[config.mk]
export PLATFORM = sky130hd
export DESIGN_NAME = mem_port_arbiter
export DESIGN_NICKNAME = d
export VERILOG_FILES = /design/src/rtl/mem_arb_pkg.sv /design/src/rtl/mem_arb_grant.sv /design/src/rtl/mem_port_arbiter.sv
export SDC_FILE = /design/constraint.sdc
export NUM_CORES = 1
export LEC_CHECK = 0
export CAP_MARGIN = 20
export CORE_AREA = 2 2 68 70
export CTS_CLUSTER_DIAMETER = 80
export DETAILED_ROUTE_END_ITERATION = 10
export DIE_AREA = 0 0 70 72
export PLACE_DENSITY = 0.95
export SLEW_MARGIN = 20
export SYNTH_ARGS = -nofsm -noshare
export SYNTH_HDL_FRONTEND = slang
export SYNTH_SLANG_ARGS = --single-unit
[constraint.sdc]
create_clock -name clk -period 2.18 [get_ports clk]
set_clock_uncertainty 0.05 [all_clocks]
set_input_delay 0.436 -clock clk [delete_from_list [all_inputs] [get_ports clk]]
set_output_delay 0.436 -clock clk [all_outputs]
set_load 0.03 [all_outputs]
[src/rtl/mem_arb_pkg.sv]
// Shared encodings and default widths for the unified-memory port arbiter.
package mem_arb_pkg;

    localparam int MEM_ARB_WIDTH     = 12;
    localparam int MEM_ARB_ADDR_SIZE = 12;

    typedef enum logic [1:0] {
        IDLE   = 2'd0,
        ACCESS = 2'd1,
        RESP   = 2'd2
    } state_t;

    typedef enum logic {
        GNT_IF = 1'b0,
        GNT_D  = 1'b1
    } gnt_t;

endpackage

[src/rtl/mem_arb_grant.sv]
// Combinational requester picker for mem_port_arbiter.
// Define MEM_ARB_RR_EN for round-robin tie-breaking; otherwise D always beats IF.
module mem_arb_grant
    import mem_arb_pkg::*;
(
    input  logic if_req,
    input  logic d_req,
    input  gnt_t last_gnt,
    output gnt_t gnt
);

`ifdef MEM_ARB_RR_EN
    // On a tie, serve whoever was not served last.
    always_comb begin
        gnt = GNT_IF;
        if (d_req && if_req) begin
            gnt = (last_gnt == GNT_D) ? GNT_IF : GNT_D;
        end else if (d_req) begin
            gnt = GNT_D;
        end
    end
`else
    logic unused_last_gnt;
    assign unused_last_gnt = last_gnt;

    always_comb begin
        gnt = GNT_IF;
        if (d_req) begin
            gnt = GNT_D;
        end
    end
`endif

endmodule

[src/rtl/mem_port_arbiter.sv]
// Serialises instruction-fetch and data requests onto the single-port unified Memory.
// Define MEM_ARB_RR_EN to replace fixed D-over-IF priority with round-robin.
module mem_port_arbiter
    import mem_arb_pkg::*;
#(
    parameter int WIDTH     = MEM_ARB_WIDTH,
    parameter int ADDR_SIZE = MEM_ARB_ADDR_SIZE
) (
    input  logic                 clk,
    input  logic                 rst,
    input  logic                 if_req,
    input  logic [ADDR_SIZE-1:0] if_addr,
    output logic                 if_ack,
    input  logic                 d_req,
    input  logic                 d_we,
    input  logic [ADDR_SIZE-1:0] d_addr,
    input  logic [WIDTH-1:0]     d_wdata,
    output logic                 d_ack,
    output logic [WIDTH-1:0]     rdata,
    output logic                 mem_read,
    output logic                 mem_write,
    output logic [ADDR_SIZE-1:0] mem_addr,
    output logic [WIDTH-1:0]     mem_wrData,
    input  logic [WIDTH-1:0]     mem_rdData
);

    state_t                state_q, state_d;
    gnt_t                  gnt_q, gnt_d;
    logic [ADDR_SIZE-1:0]  addr_q, addr_d;
    logic                  we_q, we_d;
    logic [WIDTH-1:0]      wdata_q, wdata_d;
    logic [WIDTH-1:0]      rdata_q, rdata_d;
    gnt_t                  pick;
    gnt_t                  last_gnt;

`ifdef MEM_ARB_RR_EN
    gnt_t last_gnt_q, last_gnt_d;

    // Starts at IF so that D wins the first tie after reset.
    always_ff @(posedge clk or posedge rst) begin
        if (rst) begin
            last_gnt_q <= GNT_IF;
        end else begin
            last_gnt_q <= last_gnt_d;
        end
    end

    always_comb begin
        last_gnt_d = last_gnt_q;
        if (state_q == IDLE && (if_req || d_req)) begin
            last_gnt_d = pick;
        end
    end

    assign last_gnt = last_gnt_q;
`else
    assign last_gnt = GNT_IF;
`endif

    mem_arb_grant u_grant (
        .if_req   (if_req),
        .d_req    (d_req),
        .last_gnt (last_gnt),
        .gnt      (pick)
    );

    always_ff @(posedge clk or posedge rst) begin
        if (rst) begin
            state_q <= IDLE;
            gnt_q   <= GNT_IF;
            addr_q  <= '0;
            we_q    <= 1'b0;
            wdata_q <= '0;
            rdata_q <= '0;
        end else begin
            state_q <= state_d;
            gnt_q   <= gnt_d;
            addr_q  <= addr_d;
            we_q    <= we_d;
            wdata_q <= wdata_d;
            rdata_q <= rdata_d;
        end
    end

    always_comb begin
        state_d = state_q;
        gnt_d   = gnt_q;
        addr_d  = addr_q;
        we_d    = we_q;
        wdata_d = wdata_q;
        rdata_d = rdata_q;
        case (state_q)
            IDLE: begin
                if (if_req || d_req) begin
                    state_d = ACCESS;
                    gnt_d   = pick;
                    if (pick == GNT_D) begin
                        addr_d  = d_addr;
                        we_d    = d_we;
                        wdata_d = d_wdata;
                    end else begin
                        addr_d = if_addr;
                        we_d   = 1'b0;
                    end
                end
            end
            ACCESS: begin
                state_d = RESP;
                if (!we_q) begin
                    rdata_d = mem_rdData;
                end
            end
            RESP:    state_d = IDLE;
            default: state_d = IDLE;
        endcase
    end

    // Strobes decode from state so an async reset kills a pending write immediately.
    assign mem_read   = (state_q == ACCESS) && !we_q;
    assign mem_write  = (state_q == ACCESS) && we_q;
    assign mem_addr   = addr_q;
    assign mem_wrData = wdata_q;
    assign rdata      = rdata_q;
    assign if_ack     = (state_q == RESP) && (gnt_q == GNT_IF);
    assign d_ack      = (state_q == RESP) && (gnt_q == GNT_D);

endmodule
# --- After elaboration in Yosys (flattened, before gate mapping) ---
# Cells that the tools add are included.
classes:
  n_eq_ne: 3
  n_mux: 5
  bitwise: 2
  n_reduce_logical: 10
op_table:
  columns: ["op", "count"]
  rows:
  - ["$mux W12", 1]
  - ["$logic_and A1 B1 Y1", 4]
  - ["$pmux W2 S2", 1]
  - ["$reduce_and A2 Y1", 2]
  - ["$reduce_and A3 Y1", 1]
  - ["$eq A2 B1 Y1 const B", 1]
  - ["$eq A2 B2 Y1 const B", 1]
  - ["$logic_not A2 Y1", 1]
  - ["$mux W1", 2]
  - ["$mux W2", 1]
  - ["$ne A2 B2 Y1 const B", 1]
  - ["$not A1 Y1", 2]
  - ["$logic_not A1 Y1", 1]
  - ["$logic_or A1 B1 Y1", 1]
totals:
  regBits: 40
  input_bits: 53
  output_inout_bits: 40
  wordCells: 26

# --- Logic depth before layout (Yosys ltp) ---
logic_depth:
  depth_word: 3
  mapped_depth: 5
  ltp_nobuf: 4

# --- Modules after synthesis ---
# A second synthesis with hierarchy kept.
unflattened:
  cells_unflattened: 110
  area_unflattened_um2: 1706.6
modules_own_cells:
  columns: ["mod", "n_inst", "cells_per_inst", "area_per_inst_um2", "seq_area_each_um2"]
  rows:
  - ["mem_port_arbiter", 1, 109, 1699.1, 1001.0]
  - ["mem_arb_grant", 1, 1, 7.5, 0.0]

# --- Least setup slack after synthesis ---
# Ideal clock, no wire load.
synth_path:
  kind: "reg-to-output"
  start: "register state_q[0]"
  end: "output port if_ack"
  t_arrival_ns: 1.142
  required_ns: 1.694
  path_slack_ns: 0.552
  stages_incl_launch_ff: 2
  path_buffers: 0
  cell_sequence: "dfrtp_1 -> nor3b_1"
synth_via:
  elab_chain_cells: 2
synth_rtl:
  columns: ["item", "line", "source"]
  rows:
  - ["start, declared", "mem_port_arbiter.sv:27", "state_t state_q, state_d;"]
  - ["start signal, assigned", "mem_port_arbiter.sv:76", "state_q <= state_d;"]
  - ["$eq A2 B2 Y1", "mem_port_arbiter.sv:124", "assign if_ack = (state_q == RESP) && (gnt_q == GNT_IF);"]
  - ["$logic_and A1 B1 Y1", "mem_port_arbiter.sv:124", null]
  - ["end, declared", "mem_port_arbiter.sv:13", "output logic if_ack,"]
# No other way between the ends.

# --- Worst setup path after layout ---
layout_path:
  start: "register state_q[0]"
  end: "output port d_ack"
layout_via:
  elab_chain_cells: 2
layout_rtl:
  columns: ["item", "line", "source"]
  rows:
  - ["$eq A2 B2 Y1", "mem_port_arbiter.sv:125", "assign d_ack = (state_q == RESP) && (gnt_q == GNT_D);"]
  - ["$logic_and A1 B1 Y1", "mem_port_arbiter.sv:125", null]
  - ["end, declared", "mem_port_arbiter.sv:18", "output logic d_ack,"]
# No other way between the ends.

==> impl_metrics.toml <==
[status]
status = "finished clean"

[global_route]
grt_pass1_vias = 1412
antenna_found_initial = 0
grtUsageTotal = 0.179
grt_first_pass_wirelength_um = 6930
grt_overflow = 0
grt_max_degree = 32

[floorplan]
fp.dieH_um = 72
rows = 24
boundaryPins = 93
core_area_sq_um = 4260
initial_utilization = 0.409
dieWidth_um = 70
die_area_sq_um = 5040

[sta]
rsz0062_at_grt = "no"
slew_headroom = 0.711
period_needed_ps = 2080
max_freq_mhz = 482
finalHoldViolCount = 0
setup_viol_count_final = 0
final_max_slew_viol_count = 0
timing.final.crit_share = 0.953
hold_slack_ps = 401
setup_tns_ps = 0
worstMarginPinSlew_ps = 433

[worst_setup_path]
cp.required_ps = 1690
cp.arrival_ps = 1590
reg2reg_slack_ps = 670
worstPathCellList = "and3b_1 -> clkdlybuf4s50_1"
crit_buf_inv = 1
path_class = "reg2out"
ff2ff_path_depth = 4
critPathSlowestCell = "clkdlybuf4s50_1"
cp_slowest_stage_delay_ps = 680
crit_path_start_kind = "flip-flop"
timing.rr.end = "rdata[9]"
path_delay_family = "buffers and inverters"
worst_setup_path_end_kind = "primary output"
worstPathMaxFanout = 4
reg2reg_from = "state_q[0]"

[power]
swShare = 0.395
intPower_mw = 2.64
power_frac_clock = 0.115
peakVddDrop_mv = 0.648
p_seq_frac = 0.310
p_leak_nw = 1.21
power.density_nw_per_um2 = 1550
p_comb_frac = 0.575
power_switching_mw = 1.72

[clock_network]
cts.sinks = 40
root_buffer = "clkbuf_8"
post_cts_buffers = 0
cts_buffer_depth = 2
clk_pin_slew_worst_paths_ps = 70
cts_inserted_buffers = 5
htreeDepth = 2
cts_hold_buf = 0
clock_latency_ps = 290
cts_tree = "yes"

[final_layout]
n_antenna_cell = 0
seq_area_sq_um = 1000
layout_commonest_cell = "clkdlybuf4s50_1"
fillers = 322
final_nets = 255
multi_input_area_sq_um = 686
layout_common_cells = "clkdlybuf4s50_1 (89), dfrtp_1 (40), mux2_2 (21)"
drive_above_1_share = 0.266
syn_to_final_growth_pct = 61.0

[logic_synthesis]
synth_cells = 105
avgSynthCellArea_sq_um = 16.6
synth_cell_types = 20
syn_area_sq_um = 1740
synth.yosys.seq_area_share = 0.574
ys_warn_count = 0
synth-seq-cells = 40
synth_nets = 158

[job]
cap_violations = 0

[min_path]
min_path_type = "in2async"

[route]
first_pass_iters = 4
drc_errors = 0
wl_per_cell_um = 16.2
via_per_inst = 4.78
routed_wl_um = 4130
antenna_left = 0
first_iter_violations = 35
num_vias = 1220

[place]
gp_congestion = 0.755
numPortBuffers = 92
post-dp-hpwl_um = 3190
==> cells in the mapped netlist <==
library cell	n	area [sq um]
a21o_1	1	7.51
a22o_1	1	8.76
and2_1	1	6.26
and2_4	1	8.76
and2b_4	1	10.0
and3b_1	1	8.76
buf_2	1	5.00
buf_4	1	7.51
buf_6	2	22.5
buf_8	1	15.0
dfrtp_1	40	1000
inv_1	1	3.75
inv_2	1	3.75
mux2_1	10	113
mux2_2	21	236
mux2_4	17	255
nor2_2	1	6.26
nor2b_2	1	8.76
nor3b_1	1	7.51
o21ai_2	1	8.76
==> state kept, by name, indices dropped and copies added, names as in the netlist <==
| signal | count |
|---|---|
| mem_addr | 12 |
| mem_wrData | 12 |
| rdata | 12 |
| state_q | 2 |
| gnt_q | 1 |
| we_q | 1 |
==> stage by stage <==
stage                     worst slack [ps]   util  area, sq um  std cells  power (mW)
final                                  103  0.659         2810        255        4.36
after global routing                  37.7  0.659         2810        255        4.59
after CTS                             62.3  0.658         2810        255        4.41
after detailed placement               156  0.637         2720        247        3.90
after global placement                 202  0.637         2720        247        3.81
after floorplan                        552      -         1740        105        2.92
==> metal layers <==
metal | track usage | vias to the layer above | routed length (um)
met1 | 0.199 | 594 | 1600
met3 | 0.0625 | 11 | 305
met2 | 0.311 | 58 | 2110
met4 | 0.0833 | 0 | 111
li1 | - | 557 | -
met5 | 0 | - | 0
==> repair_timing <==
item | CTS | global route
gates resized for setup | 2 | 1
endpoints found under the hold margin | 0 | 0
endpoints found under the setup margin | 2 | 1
==> how the worst max path moves through the flow <==
stage,startpoint,to,slack (ps),cells past startpoint
floorplan,state_q[0],if_ack,550,1
global placement,d_req,mem_addr[8],200,5
detailed placement,d_req,mem_addr[10],160,5
CTS,state_q[0],if_ack,60,2
global route,state_q[0],d_ack,40,2
finish,state_q[0],d_ack,100,2
==> power by group through the flow <==
stage          Combinational (mW)  Sequential, mW  Clock (mW)
2_1_floorplan               0.902            2.02           0
3_3_place_gp                 2.47            1.34           0
3_5_place_dp                 2.54            1.36           0
4_1_cts                      2.54            1.35       0.520
5_1_grt                      2.63            1.41       0.552
6_report                     2.51            1.35       0.501
==> final cells by class <==
type	instances	share of cell area
sequential	40	0.356
timing repair buffer	95	0.340
multi-input combinational	58	0.244
clock buffer	7	0.0307
tap	52	0.0232
clock inverter	1	0.00267
inverter	2	0.00267
==> cells by family (layout without fill, tap and decap cells) <==
| family | Yosys count | after routing | synth area share |
|---|---|---|---|
| buffers and inverters | 7 | 105 | 0.0330 |
| DFF | 40 | 40 | 0.574 |
| and+or+nand+nor | 7 | 7 | 0.0323 |
| muxes | 48 | 48 | 0.346 |
| AOI/OAI and AO/OA | 3 | 3 | 0.0144 |
Power figures use the tool's default switching activity.
